==> config.mk <==
export PLATFORM = sky130hd
export DESIGN_NAME = position_monitor_flat
export DESIGN_NICKNAME = d
export VERILOG_FILES = /design/src/rtl/position_monitor_if.sv /design/src/rtl/position_monitor.sv /design/src/flat_wrapper.sv
export SDC_FILE = /design/constraint.sdc
export NUM_CORES = 1
export LEC_CHECK = 0
export CORE_MARGIN = 2
export CORE_UTILIZATION = 25
export DETAILED_ROUTE_END_ITERATION = 8
export DONT_BUFFER_PORTS = 1
export MAX_ROUTING_LAYER = met4
export PLACE_DENSITY = 0.35
export SLEW_MARGIN = 10
export SYNTH_ARGS = -nofsm -noshare
export SYNTH_HDL_FRONTEND = slang
export SYNTH_SLANG_ARGS = --single-unit
==> constraint.sdc <==
create_clock -name clock -period 6.35 [get_ports clock]
set_input_delay 0.635 -clock clock [delete_from_list [all_inputs] [get_ports clock]]
set_output_delay 0.635 -clock clock [all_outputs]
set_load 0.1 [all_outputs]
==> src/rtl/position_monitor_if.sv <==
// Handshake and coordinate bundle between the position-update stage and its consumers.
// master = requester (drives soc_p), slave = position stage (drives eoc_p, x, y).
interface position_monitor_if;
  logic              soc_p;
  logic              eoc_p;
  logic signed [7:0] x;
  logic signed [7:0] y;

  modport master (output soc_p, input eoc_p, input x, input y);
  modport slave  (input soc_p, output eoc_p, output x, output y);
endinterface

==> src/rtl/position_monitor.sv <==
// Periodically requests a position update, accumulates Manhattan distance and flags stalls.
// Optional bounding-box outputs are built when POSITION_MONITOR_BBOX_EN is defined.
module position_monitor #(
  parameter int PERIOD      = 16,
  parameter int STALL_LIMIT = 4
) (
  input  logic                clock,
  input  logic                reset,
  input  logic                enable,
  position_monitor_if.master  pos,
  output logic                sample_valid,
  output logic [15:0]         step_count,
  output logic [15:0]         distance,
  output logic                stalled
`ifdef POSITION_MONITOR_BBOX_EN
  ,
  output logic signed [7:0]   x_min,
  output logic signed [7:0]   x_max,
  output logic signed [7:0]   y_min,
  output logic signed [7:0]   y_max
`endif
);

  localparam int             TW           = (PERIOD > 1) ? $clog2(PERIOD) : 1;
  localparam logic [TW-1:0]  TIMER_RELOAD = TW'(PERIOD - 1);
  localparam logic [3:0]     STALL_TH     = 4'(STALL_LIMIT);

  typedef enum logic [1:0] {IDLE, REQ, WAIT, CALC} state_t;

  state_t            state, state_nxt;
  logic [TW-1:0]     timer;
  logic              first;
  logic [3:0]        stall_cnt;
  logic signed [7:0] prev_x, prev_y;

  logic signed [8:0] dx, dy;
  logic [9:0]        step_dist;
  logic [3:0]        stall_nxt;

  function automatic logic [8:0] abs9(input logic signed [8:0] v);
    logic [8:0] r;
    r = v[8] ? -v : v;
    return r;
  endfunction

  function automatic logic [15:0] sat_add16(input logic [15:0] acc, input logic [9:0] inc);
    logic [16:0] s;
    s = {1'b0, acc} + {7'd0, inc};
    return s[16] ? 16'hFFFF : s[15:0];
  endfunction

  function automatic logic [3:0] sat_inc4(input logic [3:0] v);
    return (v == 4'hF) ? 4'hF : v + 4'd1;
  endfunction

  always_ff @(posedge clock or posedge reset) begin
    if (reset) state <= IDLE;
    else       state <= state_nxt;
  end

  // soc_p is a pure decode of the state so reset clears it without waiting for an edge.
  always_comb begin
    state_nxt = state;
    pos.soc_p = 1'b0;
    case (state)
      IDLE: if (enable && timer == '0) state_nxt = REQ;
      REQ: begin
        pos.soc_p = 1'b1;
        if (!pos.eoc_p) state_nxt = WAIT;
      end
      WAIT: if (pos.eoc_p) state_nxt = CALC;
      CALC: state_nxt = IDLE;
      default: state_nxt = IDLE;
    endcase
  end

  // Sign-extended differences never overflow 9 bits, so |dx|+|dy| fits in 10.
  always_comb begin
    dx        = {pos.x[7], pos.x} - {prev_x[7], prev_x};
    dy        = {pos.y[7], pos.y} - {prev_y[7], prev_y};
    step_dist = {1'b0, abs9(dx)} + {1'b0, abs9(dy)};
    stall_nxt = (pos.x == prev_x && pos.y == prev_y) ? sat_inc4(stall_cnt) : 4'd0;
  end

  always_ff @(posedge clock or posedge reset) begin
    if (reset) begin
      timer        <= TIMER_RELOAD;
      first        <= 1'b1;
      stall_cnt    <= 4'd0;
      prev_x       <= 8'sd0;
      prev_y       <= 8'sd0;
      sample_valid <= 1'b0;
      step_count   <= 16'd0;
      distance     <= 16'd0;
      stalled      <= 1'b0;
`ifdef POSITION_MONITOR_BBOX_EN
      x_min        <= 8'sh7F;
      x_max        <= 8'sh80;
      y_min        <= 8'sh7F;
      y_max        <= 8'sh80;
`endif
    end else begin
      sample_valid <= 1'b0;
      if (state == IDLE && enable && timer != '0) timer <= timer - TW'(1);
      if (state == CALC) begin
        timer        <= TIMER_RELOAD;
        prev_x       <= pos.x;
        prev_y       <= pos.y;
        step_count   <= step_count + 16'd1;
        sample_valid <= 1'b1;
        first        <= 1'b0;
        // The first sample only establishes a reference point.
        if (!first) begin
          distance  <= sat_add16(distance, step_dist);
          stall_cnt <= stall_nxt;
          stalled   <= (stall_nxt >= STALL_TH);
        end
`ifdef POSITION_MONITOR_BBOX_EN
        if (first || pos.x < x_min) x_min <= pos.x;
        if (first || pos.x > x_max) x_max <= pos.x;
        if (first || pos.y < y_min) y_min <= pos.y;
        if (first || pos.y > y_max) y_max <= pos.y;
`endif
      end
    end
  end

endmodule

==> src/flat_wrapper.sv <==
// flat-port wrapper written by rule: the top's interface ports become plain ports
module position_monitor_flat 
#(
  parameter int PERIOD      = 16,
  parameter int STALL_LIMIT = 4
)
  (clock, reset, enable, sample_valid, step_count, distance, stalled, pos_soc_p, pos_eoc_p, pos_x, pos_y);
  position_monitor_if pos_i ();
  input  logic clock;
  input  logic reset;
  input  logic enable;
  output logic sample_valid;
  output logic [15:0] step_count;
  output logic [15:0] distance;
  output logic stalled;
  output wire logic [$bits(pos_i.soc_p)-1:0] pos_soc_p;
  input wire logic [$bits(pos_i.eoc_p)-1:0] pos_eoc_p;
  input wire logic [$bits(pos_i.x)-1:0] pos_x;
  input wire logic [$bits(pos_i.y)-1:0] pos_y;
  assign pos_soc_p = pos_i.soc_p;
  assign pos_i.eoc_p = pos_eoc_p;
  assign pos_i.x = pos_x;
  assign pos_i.y = pos_y;
  position_monitor #(.PERIOD(PERIOD), .STALL_LIMIT(STALL_LIMIT)) u_core (.clock(clock), .reset(reset), .enable(enable), .pos(pos_i), .sample_valid(sample_valid), .step_count(step_count), .distance(distance), .stalled(stalled));
endmodule
Word level (Yosys, flattened, before mapping)
Cells that the tools add are included.
{ "totals": {"reg_bits": 61, "inputBits": 20, "out_inout_bits": 35} }
{ "op_classes": {"add_sub_neg": 9, "n_lt_le_gt_ge": 1, "eq_ne": 9, "n_mux": 13, "bitwise_logic": 1, "n_reduce_logical": 10} }
{ "ops": {"columns": ["cell", "n"], "rows": [
  ["9-bit two-way mux", 2],
  ["9-bit negator", 2],
  ["8-bit by 8-bit subtractor with 9-bit output", 2],
  ["16-bit by 10-bit adder with 17-bit output", 1],
  ["16-bit by 1-bit adder with 16-bit output (second input constant)", 1],
  ["8-bit == test", 2],
  ["16-bit two-way mux", 1],
  ["4-bit two-way mux", 4],
  ["9-bit by 9-bit adder with 10-bit output", 1],
  ["2-bit one-hot mux with 4 select lines", 1],
  ["2-bit two-way mux", 3],
  ["4-bit by 1-bit adder with 4-bit output (second input constant)", 1],
  ["2-bit == test (second input constant)", 2],
  ["4-bit == test (second input constant)", 1],
  ["4-bit by 3-bit greater-or-equal comparator with 1-bit output (second input constant)", 1],
  ["1-bit logical AND", 4],
  ["4-bit logical NOT", 1],
  ["2-bit inequality test (second input constant)", 2],
  ["4-bit nonzero test", 1],
  ["4-bit by 1-bit subtractor with 4-bit output (second input constant)", 1],
  ["3-bit AND reduction", 1],
  ["2-bit by 1-bit == test with 1-bit output (second input constant)", 1],
  ["2-bit logical NOT", 1],
  ["1-bit two-way mux", 2],
  ["4 further kinds", 4]
]} }

Logic depth before layout (Yosys ltp)
Gate-level depths: netlist of run 1.
{ "logic_depth": {"word_depth": 6, "ltp_mapped": 19} }

Worst setup path after synthesis of run 1
No wires, ideal clock.
{ "synth_path": {"path_type": "input to register", "from": "input port pos_y[0]", "to": "register u_core.distance[12]", "t_arrival_ns": 4.596, "setup_slack_ns": 1.628, "stages": 19, "cell_sequence": "inv_1 > ha_1 > fa_1 > nand2b_1 > a21oi_1 > nand2b_1 > a31oi_1 > nor2_1 > xor2_1 > fa_1 > inv_1 > ha_1 > a21o_1 > a21oi_1 > o221ai_1 > and3_1 > buf_2 > nand3_1 > mux2_2"} }
{ "synth_via": {"elab_chain_len": 6} }
{ "synth_lines": {"columns": ["item", "line_no", "source"], "rows": [
  ["start: declaration", "flat_wrapper.sv:19", "input wire logic [$bits(pos_i.y)-1:0] pos_y;"],
  ["8-bit by 8-bit subtractor with 9-bit output *", "position_monitor.sv:80", "dy = {pos.y[7], pos.y} - {prev_y[7], prev_y};"],
  ["9-bit negator", "position_monitor.sv:42", "r = v[8] ? -v : v;"],
  ["9-bit two-way mux *", "position_monitor.sv:42", null],
  ["9-bit by 9-bit adder with 10-bit output *", "position_monitor.sv:81", "step_dist = {1'b0, abs9(dx)} + {1'b0, abs9(dy)};"],
  ["16-bit by 10-bit adder with 17-bit output *", "position_monitor.sv:48", "s = {1'b0, acc} + {7'd0, inc};"],
  ["16-bit two-way mux *", "position_monitor.sv:49", "return s[16] ? 16'hFFFF : s[15:0];"],
  ["end signal: assignment", "position_monitor.sv:114", "distance <= sat_add16(distance, step_dist);"],
  ["end: declaration", "position_monitor.sv:13", "output logic [15:0] distance,"]
]} }
Every way passes the cells marked *; elsewhere a longest branch is shown, timed or not.
A chain may end at the register's enable or synchronous reset.

Final worst setup path of run 1
{ "layout_path": {"from": "register u_core.prev_y[0]", "to": "register u_core.distance[4]"} }
{ "layout_via": {"elab_chain_len": 6} }
{ "layout_lines": {"columns": ["item", "line_no", "source"], "rows": [
  ["start: declaration", "position_monitor.sv:34", "logic signed [7:0] prev_x, prev_y;"],
  ["start signal: assignment", "position_monitor.sv:108", "prev_y <= pos.y;"],
  ["8-bit by 8-bit subtractor with 9-bit output *", "position_monitor.sv:80", null],
  ["9-bit negator", "position_monitor.sv:42", null],
  ["9-bit two-way mux *", "position_monitor.sv:42", null],
  ["9-bit by 9-bit adder with 10-bit output *", "position_monitor.sv:81", null],
  ["16-bit by 10-bit adder with 17-bit output *", "position_monitor.sv:48", null],
  ["16-bit two-way mux *", "position_monitor.sv:49", null]
]} }
Marked as above.

==> results.yml, run 1 <==
flow_run:
  max_cap_viol_count: 0
route:
  met1_length_mm: 4.89
  vias: 3130
  dr_wl_met3_um: 525
  via_per_inst: 4.55
  firstDrtPassIters: 4
  dr_wl_met2_mm: 4.44
  top_layer: "met4"
  drt_iter0_drc: 176
  post_drt_wl_per_cell_um: 14.6
  routed_wl_mm: 10.1
  antenna_left: 0
  drcViolationCount: 0
synth:
  syn_inst: 459
  synthXorXnorAreaFrac_pct: 9.25
  synth_mux_area_share_pct: 2.06
  syn_area_per_cell_um2: 9.28
  synth-async-reset-ratio_pct: 100
  synth_top_family_by_area: "simple AND/OR/NAND/NOR gates"
  synth_nets: 526
  synth_area_um2: 4260
  synth.distinct_cells: 51
  yosys.area_share.simple_pct: 16.3
  ys_warn_count: 0
  synth_compound_area_share_pct: 14.5
  synth_edf_count: 0
  ys_seq_area_share_pct: 36.0
  synth_seq_cells: 61
  synth_flop_cell: "dfrtp_1"
  synthAdderAreaFrac_pct: 15.9
final_layout:
  layout_commonest_cell: "inv_1"
  drive_gt1_share_pct: 6.84
  multiInputGateArea_um2: 2470
  mostFrequentLayoutCells: "57 x inv_1, 56 x dfrtp_1, 35 x nand2_1, 35 x ha_1, 28 x nor2_1"
  num_antenna_cells: 0
  fillers: 1764
  seqCellArea_um2: 1530
  nets: 530
  syn2layout_area_growth_pct: 12.7
floorplanning:
  boundaryPins: 55
  die-area_um2: 18100
  die_y_um: 135
  initial_core_util_pct: 25.6
  coreArea_um2: 16600
  die_x_um: 135
  num_rows: 47
grt:
  grt_max_degree: 62
  grt_pass1_wl_mm: 16.2
  grt_usage_pct: 12.0
  antenna_found_initial: 0
  grt_pass1_vias: 2959
  overflow: 0
clock_network:
  clock_sinks: 61
  insertion_delay_ns: 0.34
  cts_tree: "done"
  cts_setup_buffers: 0
  cts_hold_buf: 0
  cts-resized-gates: 0
  clk_path_buf_depth: 2
  clkTransAtPathRegs_ns: 0.05
  cts_made_buffers: 9
  htree_levels: 3
  cts_root_buffer: "clkbuf_16"
setup_path:
  arrival_ns: 5.09
  crit_path_cell_trace: "ha_1 > fa_1 > nand2b_1 > a21oi_1 > nand2b_1 > a31oi_1 > nor2_1 > xor2_1 > fa_1 > inv_1 > ha_1 > a21o_1 > a21oi_1 > o221ai_1 > nand3_1 > nand2_1 > a2bb2oi_1"
  crit_buf_inv: 1
  r2r_start: "u_core.prev_y[0]"
  cp_slowest_cell: "a31oi_1"
  start_kind: "flip-flop"
  worstSetupStartpoint: "u_core.prev_y[0]"
  path_max_fanout: 8
  crit_type: "flip-flop to flip-flop"
  crit_required_ns: 6.53
  path_delay_family: "compound AO/OA/AOI/OAI gates"
  cp_slowest_stage_delay_ns: 0.60
  end_kind: "flip-flop"
status:
  status: "complete, no violations"
sta:
  min_period_over_period_pct: 77.3
  max_freq_mhz: 204
  worst_pin_slew_ns: 1.03
  finalSetupTns_ns: 0
  maxSlewHeadroom_pct: 31.6
  finalHoldViolCount: 0
  fin_crit_ns: 4.91
  finalSetupViolations: 0
  rsz0062_at_grt: "false"
  maxSlewViolCount: 0
  clock_skew_ns: 0.00693
placed_design:
  hpwlAfterDp_mm: 7.59
  gp_congestion: 0.814
  io_buffers: 0
worst_hold_path:
  min_path_type: "input port to async pin"
==> logic make-up (layout without fill, tap and decap cells) <==
group	after synthesis	after routing
mux	8	8
simple gates	137	137
buf+inv	67	76
flops	61	61
xor+xnor	45	45
compound gates	94	94
fa+ha+maj	47	47
==> per-stage QoR <==
step	setup slack (ns)	cell area [µm²]	hold slack, ns	util, %	cells
floorplan	1.63	4260	0.471	-	459
global placement	1.27	4510	0.480	27.1	672
detailed placement	1.16	4510	0.480	27.1	672
CTS	1.46	4800	0.406	28.9	688
global route	0.980	4800	0.416	28.9	688
finish	1.44	4800	0.416	28.9	688
==> path summary, 6_finish.rpt <==
path,to,slack [ns],cells after the start
setup / recovery,u_core.distance[4],1.44,17
hold / removal,u_core.sample_valid,0.42,2
setup reg to reg,u_core.distance[4],1.44,17
hold reg to reg,u_core.first,0.49,1
max in group asynchronous,u_core.step_count[11],5.39,2
min in group clock,u_core.prev_y[1],0.42,2
==> state kept, by name (all words and copies together), names as in the netlist <==
register / flops
u_core.timer: 4
u_core.prev_x: 8
u_core.stall_cnt: 4
u_core.sample_valid: 1
u_core.first: 1
u_core.state: 2
u_core.prev_y: 8
u_core.stalled: 1
u_core.distance: 16
u_core.step_count: 16
==> layer usage <==
| metal | vias to the layer above | global-route usage [%] |
|---|---|---|
| met5 | - | - |
| met4 | 0 | 5.26 |
| met3 | 15 | 3.19 |
| met2 | 48 | 17.5 |
| met1 | 1479 | 15.6 |
| li1 | 1588 | - |
==> area by class of cell <==
type | instances | area share [%]
Multi-Input combinational cell | 331 | 51.5
Sequential cell | 61 | 31.9
Tap cell | 220 | 5.73
Clock buffer | 13 | 5.63
Inverter | 58 | 4.53
Clock inverter | 3 | 0.391
Timing Repair Buffer | 2 | 0.313
==> Yosys cell counts, drive strengths merged (2+ instances only) <==
master	n	area, µm²
a211o	2	17.5
o21ai	23	115
nor4	2	12.5
nand2	35	131
a21o	5	37.5
nor3	5	25.0
mux2i	2	20.0
or3	3	18.8
dfrtp	56	1400
mux2	6	67.6
nand3	13	65.1
fa	12	240
ha	35	438
dfstp	5	131
xor2	18	158
a22o	3	26.3
a31oi	12	81.3
buf	2	12.5
a21oi	21	105
clkbuf	7	26.3
nand3b	3	22.5
o21a	5	37.5
a2bb2oi	7	61.3
nand2b	8	50.1
nor2b	8	57.6
xnor2	27	236
and3	15	93.8
nor2	28	105
and2	2	12.5
nand4	10	62.6
o31ai	4	30.0
inv	58	218
o221ai	2	17.5
Power of run 1 is left out: the tool's default activity adds up to more than one toggle a clock period on the data nets, which glitch-free logic cannot reach.
==> inputs of run 2 (changes only) <==
==> constraint.sdc (replaced) <==
create_clock -name clock -period 5.1 [get_ports clock]
set_input_delay 0.51 -clock clock [delete_from_list [all_inputs] [get_ports clock]]
set_output_delay 0.51 -clock clock [all_outputs]
set_load 0.1 [all_outputs]
==> results.yml, run 2 (synthesized netlist as in run 1, its figures left out) <==
status:
  status: "complete, no violations"
setup_path:
  r2r_start: "u_core.prev_x[0]"
  worstSetupStartpoint: "u_core.prev_x[0]"
  crit_type: "flip-flop to flip-flop"
  r2r_cells: 17
  cp-endpoint: "u_core.distance[5]"
  start_kind: "flip-flop"
  r2r_setup_slack_ns: 0.46
  crit_required_ns: 5.29
  end_kind: "flip-flop"
  r2r_end: "u_core.distance[5]"
  path_max_fanout: 8
  arrival_ns: 4.82
route:
  drcViolationCount: 0
  post_drt_wl_per_cell_um: 14.7
  antenna_left: 0
  vias: 3223
  via_per_inst: 4.63
  firstDrtPassIters: 4
  routed_wl_mm: 10.2
  drt_iter0_drc: 141
clock_network:
  cts_tree: "done"
  htree_levels: 3
  cts_root_buffer: "clkbuf_16"
  clock_sinks: 61
  cts_made_buffers: 9
  insertion_delay_ns: 0.34
  cts-resized-gates: 0
  clkTransAtPathRegs_ns: 0.06
  clk_path_buf_depth: 2
  cts_setup_buffers: 0
  cts_hold_buf: 0
final_layout:
  syn2layout_area_growth_pct: 14.7
  layout_commonest_cell: "inv_1"
  fillers: 1743
  finalCoreUtilization_pct: 29.4
  stdcell_count: 696
  drive_gt1_share_pct: 8.40
  nets: 538
  num_antenna_cells: 0
  top_regs: "u_core.distance: 16 flops, u_core.step_count: 16 flops"
  mostFrequentLayoutCells: "57 x inv_1, 56 x dfrtp_1, 35 x nand2_1, 35 x ha_1, 28 x nor2_1"
sta:
  worst_pin_slew_ns: 1.02
  hold_ws_ns: 0.293
  finalHoldViolCount: 0
  min_period_over_period_pct: 91.0
  max_freq_mhz: 216
  finalSetupViolations: 0
  rsz0062_at_grt: "false"
  maxSlewViolCount: 0
  finalSetupTns_ns: 0
  fin_crit_ns: 4.64
  maxSlewHeadroom_pct: 32.1
  clock_skew_ns: 0.00585
floorplanning:
  boundaryPins: 55
  coreArea_um2: 16600
  initial_core_util_pct: 25.6
  die_x_um: 135
  die_y_um: 135
  die-area_um2: 18100
  num_rows: 47
grt:
  grt_usage_pct: 12.3
  overflow: 0
  grt_pass1_vias: 3199
  grt_max_degree: 62
  antenna_found_initial: 0
  grt_pass1_wl_mm: 16.8
placed_design:
  hpwlAfterDp_mm: 7.65
  gp_congestion: 0.830
  dpl.cell_count: 680
  io_buffers: 0
worst_hold_path:
  min_path_type: "input port to flip-flop"
flow_run:
  max_cap_viol_count: 0
==> run 2: cell types whose count changed in the layout (fill, tap and decap cells not counted) <==
cell,change
buf_4,+8
clkinv_2,-1
bufinv_16,+1
clkinvlp_4,+1
clkinv_4,-1
==> run 2: final cells by class <==
class                      count  area [µm²]  area share [%]
multi-input combinational    331        2470            50.6
sequential                    61        1530            31.4
tap                          220         275            5.63
clock buffer                  13         270            5.53
inverter                      58         218            4.46
timing repair buffer          10        75.1            1.54
clock inverter                 3        42.5           0.871
==> run 2: critical path: stages, from the launching register on <==
cell and delay [ns]:
dfrtp_1 0.38, ha_1 0.21, fa_1 0.45, nor2b_4 0.13
o31a_1 0.18, o31ai_1 0.11, a31oi_2 0.39, a21oi_1 0.10
xnor2_1 0.38, fa_1 0.49, inv_1 0.07, ha_1 0.27
a21o_1 0.21, a21oi_1 0.21, o221ai_1 0.18, nand3_1 0.23
nand2_1 0.26, a2bb2oi_1 0.23
==> run 2: per-layer routing <==
metal | global-route usage [%] | up-vias | wire (µm)
li1 | - | 1604 | -
met1 | 15.4 | 1556 | 4750
met2 | 18.2 | 50 | 4680
met3 | 4.39 | 13 | 632
met4 | 4.50 | 0 | 153
met5 | - | - | 0
==> run 2: worst min path at each step <==
| stage | startpoint | endpoint | slack (ns) | cells after the start |
|---|---|---|---|---|
| after CTS | pos_y[6] | u_core.prev_y[6] | 0.28 | 2 |
| final | pos_y[5] | u_core.prev_y[5] | 0.29 | 2 |
| after global placement | u_core.first | u_core.first | 0.48 | 1 |
| after floorplan | u_core.first | u_core.first | 0.47 | 1 |
| after detailed placement | u_core.first | u_core.first | 0.48 | 1 |
| after global routing | pos_y[6] | u_core.prev_y[6] | 0.28 | 2 |
==> run 2: metrics by stage <==
stage	setup slack [ns]	cell area [µm²]
finish	0.461	4890
global route	0.136	4890
CTS	0.432	4890
detailed placement	0.280	4570
global placement	0.343	4570
floorplan	0.503	4260
Power of run 2 is left out for the same reason.
==> inputs of run 3 (changes only) <==
--- a/config.mk
+++ b/config.mk
@@ -5,12 +5,14 @@
 export SDC_FILE = /design/constraint.sdc
 export NUM_CORES = 1
 export LEC_CHECK = 0
+export ABC_AREA = 1
+export CAP_MARGIN = 20
 export CORE_MARGIN = 2
 export CORE_UTILIZATION = 25
 export DETAILED_ROUTE_END_ITERATION = 8
 export DONT_BUFFER_PORTS = 1
 export MAX_ROUTING_LAYER = met4
-export PLACE_DENSITY = 0.35
+export PLACE_DENSITY = 0.37
 export SLEW_MARGIN = 10
 export SYNTH_ARGS = -nofsm -noshare
 export SYNTH_HDL_FRONTEND = slang
==> constraint.sdc (replaced) <==
create_clock -name clock -period 3.8 [get_ports clock]
set_input_delay 0.38 -clock clock [delete_from_list [all_inputs] [get_ports clock]]
set_output_delay 0.38 -clock clock [all_outputs]
set_load 0.1 [all_outputs]
==> results.yml, run 3 <==
clock_network:
  insertion_delay_ns: 0.34
  clock_sinks: 61
  cts_tree: "done"
  clk_path_buf_depth: 2
  cts_root_buffer: "clkbuf_16"
  htree_levels: 3
  cts_hold_buf: 0
  clkTransAtPathRegs_ns: 0.06
  cts_made_buffers: 9
floorplanning:
  boundaryPins: 55
  die_y_um: 141
  coreArea_um2: 18600
  num_rows: 50
  initial_core_util_pct: 25.3
  die-area_um2: 20000
  die_x_um: 141
final_layout:
  fillers: 1939
  num_antenna_cells: 0
  syn2layout_area_growth_pct: 33.9
  top_regs: "u_core.distance: 16 flops, u_core.step_count: 16 flops"
  layout_commonest_cell: "nand2_1"
  drive_gt1_share_pct: 27.5
  mostFrequentLayoutCells: "145 x nand2_1, 121 x inv_1, 81 x buf_4"
  nets: 800
  finalCoreUtilization_pct: 33.9
sta:
  finalHoldViolCount: 0
  clock_skew_ns: 0.00870
  setup_slack_ns: 0.0321
  maxSlewViolCount: 0
  min_period_over_period_pct: 99.2
  finalSetupViolations: 0
  fin_crit_ns: 3.77
  worst_pin_slew_ns: 1.03
  maxSlewHeadroom_pct: 31.6
  max_freq_mhz: 265
  rsz0062_at_grt: "true"
  finalSetupTns_ns: 0
  hold_ws_ns: 0.114
setup_path:
  crit_path_cell_trace: "ha_2 > fa_2 > ha_4 > inv_4 > nor2_4 > nand3_2 > nor2_1 > nand2_1 > nand2_1 > nand3_2 > nand2_2 > inv_2 > fa_1 > inv_2 > ha_4 > nand2_4 > nor2_4 > nand2_2 > nand2_2 > nand3_2 > nand2_4 > buf_6 > o22ai_2 > inv_1"
  start_kind: "flip-flop"
  path_max_fanout: 6
  arrival_ns: 4.04
  crit_buf_inv: 5
  crit_required_ns: 4.07
  path_delay_family: "adder cells"
  cp_slowest_cell: "fa_2"
  crit_type: "flip-flop to flip-flop"
  end_kind: "flip-flop"
  cp_slowest_stage_delay_ns: 0.62
synth:
  syn_area_per_cell_um2: 7.34
  synth-async-reset-ratio_pct: 100
  yosysTopAreaCell: "dfrtp_1"
  ys_warn_count: 0
  synth_area_leaders: "dfrtp_1 30%, nand2_1 13%, inv_1 10%"
  synth_area_um2: 4710
  syn_inst: 642
  synth_common_cells: "162 x nand2_1, 129 x inv_1, 56 x dfrtp_1"
  synth_seq_cells: 61
  synth_edf_count: 0
  synth_nets: 709
  synth_top_cell_area_share_pct: 29.8
  synth.most_common_cell: "nand2_1"
  ys_seq_area_share_pct: 32.5
  synth_flop_cell: "dfrtp_1"
  synth.distinct_cells: 42
grt:
  grt_pass1_vias: 4244
  antenna_found_initial: 0
  grt_usage_pct: 13.3
  overflow: 0
  grt_pass1_wl_mm: 20.4
  grt_max_degree: 40
route:
  post_drt_wl_per_cell_um: 12.4
  vias: 4182
  drcViolationCount: 0
  routed_wl_mm: 12.1
  drt_iter0_drc: 108
  antenna_left: 0
  via_per_inst: 4.31
  firstDrtPassIters: 4
placed_design:
  gp_congestion: 0.755
  io_buffers: 0
  hpwlAfterDp_mm: 9.29
  place_ws_ns: -0.271
worst_hold_path:
  min_path_type: "input port to async pin"
flow_run:
  max_cap_viol_count: 0
status:
  status: "complete, no violations"
==> run 3: per-layer routing <==
layer  wire length, µm  share of wire (%)  up-vias  GRT usage (%)
met5                 0                  0        -              -
met1              5640                 47     1924           16.2
met4               191                1.6        0           4.79
li1                  -                  -     2204              -
met3               478                4.0       12           3.44
met2              5780                 48       42           21.5
==> run 3: logic make-up after synthesis <==
family / synth area share, %
adders and majority gates: 14.4
buffers and inverters: 11.4
AOI/OAI and AO/OA: 8.53
DFF: 32.5
and+or+nand+nor: 29.1
xor gates and xnor gates: 4.06
==> run 3: path summary, 6_finish.rpt <==
path	startpoint	to	slack (ns)	cells after the start
setup / recovery	u_core.prev_y[0]	u_core.distance[5]	0.03	24
hold / removal	reset	u_core.step_count[12]	0.11	1
setup reg to reg	u_core.prev_y[0]	u_core.distance[5]	0.03	24
hold reg to reg	u_core.first	u_core.first	0.46	2
max in group asynchronous	reset	u_core.first	2.76	2
min in group clock	pos_x[6]	u_core.prev_x[6]	0.16	2
==> run 3: through the flow <==
step	std cells	cell area (µm²)
2_1_floorplan	642	4710
3_5_place_dp	945	5540
6_report	971	6300
5_1_grt	971	6300
3_3_place_gp	945	5540
4_1_cts	962	5950
==> run 3: cell type report <==
cell class                      count  area, µm²  area share [%]
Inverter                          131        494            7.84
Timing Repair Buffer               88        681            10.8
Clock buffer                       11        243            3.85
Clock inverter                      4       48.8           0.774
Multi-Input combinational cell    442       3010            47.8
Tap cell                          234        293            4.64
Sequential cell                    61       1530            24.3
==> run 3: what timing repair did <==
item	CTS	global route
gates resized for setup	22	75
gates cloned	0	1
setup buffers	2	8
setup endpoints to repair	16	16
pin swaps	8	49
Power of run 3 is left out for the same reason.
==> edit, RTL diff (config.mk and constraints of run 1) <==
`PERIOD` is set to 16 in 2 places; all go to 32.
--- a/src/rtl/position_monitor.sv
+++ b/src/rtl/position_monitor.sv
@@ -3,3 +3,3 @@
 module position_monitor #(
-  parameter int PERIOD      = 16,
+  parameter int PERIOD      = 32,
   parameter int STALL_LIMIT = 4
--- a/src/flat_wrapper.sv
+++ b/src/flat_wrapper.sv
@@ -3,3 +3,3 @@
 #(
-  parameter int PERIOD      = 16,
+  parameter int PERIOD      = 32,
   parameter int STALL_LIMIT = 4
Check against the original RTL: no difference found for any inputs over 10 cycles, from zero or initial values and one cycle with reset high; that may be too few to reach the edited logic, so the function may still have changed.
==> edit against run 1 <==
Non-clock buffer count did not move. Setup slack improved by 15 ps. Via count grew 0.99%. Synthesized area grew 1.5%. Clock skew is 0.64 ps lower. Routed wire length is 1.7% higher. Design area is 1.5% higher. Sequential cell count increased by 1. Critical path type unchanged. Critical endpoint unchanged.
Power is left out: the tool's default activity adds up to more than one toggle a clock period on the data nets, which glitch-free logic cannot reach.
==> edit: results (changes against run 1) <==
| Metric | Value |
|---|---|
| Number of global-route vias before repair | 3208 (+8.4%) |
| Post-synthesis xor/xnor area fraction | 10.1% (+0.88 points) |
| Routed wire length | 10200 um (+1.7%) |
| PortBufs | 0 (unchanged) |
| Critical Path Max Stage Delay | 520 ps (-80 ps) |
| Critical Path AT | 5080 ps (about the same) |
| Sequential fraction of the synthesis area | 36.1% (+0.087 points) |
| Mux contribution to synthesized area | 2.23% (+0.17 points) |
| Post-Syn Area per Cell | 9.26 um2 (-0.27%) |
| Slew HR | 31.0% (-0.60 points) |
| Dpl ws | 1120 ps (-44.6 ps) |
| GRT Total Usage | 12.5% (+0.49 points) |
| Cells after DPL | 686 (+2.1%) |
| Yosys warns | 0 (unchanged) |
| Yosys cell types | 47 (-7.8%) |
| Post-CTS setup buffer count | 0 (unchanged) |
| Layout cells sized above 1 | 7.55% (+0.71 points) |
| Final net count | 540 (+1.9%) |
| Initial drt markers | 187 (+6.3%) |
| Post-Synth Adder-Cell Area | 16.0% (+0.059 points) |
| Commonest cells in the netlist | 59 x inv_1, 56 x dfrtp_1, 38 x nand2_1 |
| Clock Skews | 6.29 ps (-0.640 ps) |
| Synth area leaders | dfrtp_1 32%, ha_1 10%, xnor2_1 5.9% |
| Slowest cell on the critical path | or4b_1 |
| Largest net degree at the start of global routing | 63 (+1.6%) |
| First-pass GRT wire length | 17000 um (+4.6%) |
| HPWL after detailed placement | 7810 um (+2.9%) |
| Clock latency on the worst-skew pair | 340 ps (about the same) |
| H-Tree Depth | 3 (unchanged) |
| Post_cts resized | 0 (unchanged) |
| GPL Wtd Cong | 0.791 (-2.8%) |
| Vias post-DR | 3161 (+0.99%) |
| Status | finished, final reports clean |
| Finished Layout Cells | 702 (+2.0%) |
| Synth Area in Compound Gates | 13.2% (-1.3 points) |
| Antenna Nets Post-Route | 0 (unchanged) |
[edit: path summary, 6_finish.rpt]
kind,cells past startpoint,endpoint,slack (ps)
min,2,u_core.step_count[15],410
max reg2reg,16,u_core.distance[4],1450
min reg2reg,1,u_core.first,490
min in group clock,2,u_core.prev_y[5],420
max in group asynchronous,2,u_core.prev_y[4],5380
max,16,u_core.distance[4],1450
[edit: metrics by stage]
step           hold slack [ps]  utilization [%]  cell area (um2)
4_1_cts                    401             28.5             4880
3_3_place_gp               478             26.8             4590
3_5_place_dp               485             26.8             4590
2_1_floorplan              471                -             4320
6_report                   411             28.5             4880
5_1_grt                    414             28.5             4880
[edit: worst max-delay path: cells and delay by family (launching register included)]
kind	cells	cell delay, ps
buf+inv	1	40
compound gates	4	1270
simple gates	7	1700
flops	1	380
fa+ha+maj	4	1340
[edit: metal layers]
layer	up-vias	part of all wire [%]	global-route usage (%)
met5	-	0	-
met4	0	2.3	6.25
met3	15	5.3	3.40
met2	46	44	17.8
met1	1494	49	16.2
li1	1606	-	-
[edit: final cells by class]
type,instances,area (um2)
flip-flops and latches,62,1560
inverters,59,221
multi-input cells,338,2510
well taps,225,282
clock inverters,5,33.8
repair buffers,2,15.0
clock buffers,11,253
fillers,1828,12200
[edit: logic make-up (layout without fill, tap and decap cells)]
family          Yosys count  in the layout
buf+inv                  67             77
xor+xnor                 50             50
simple gates            141            141
fa+ha+maj                48             48
flops                    62             62
mux                       9              9
compound gates           90             90
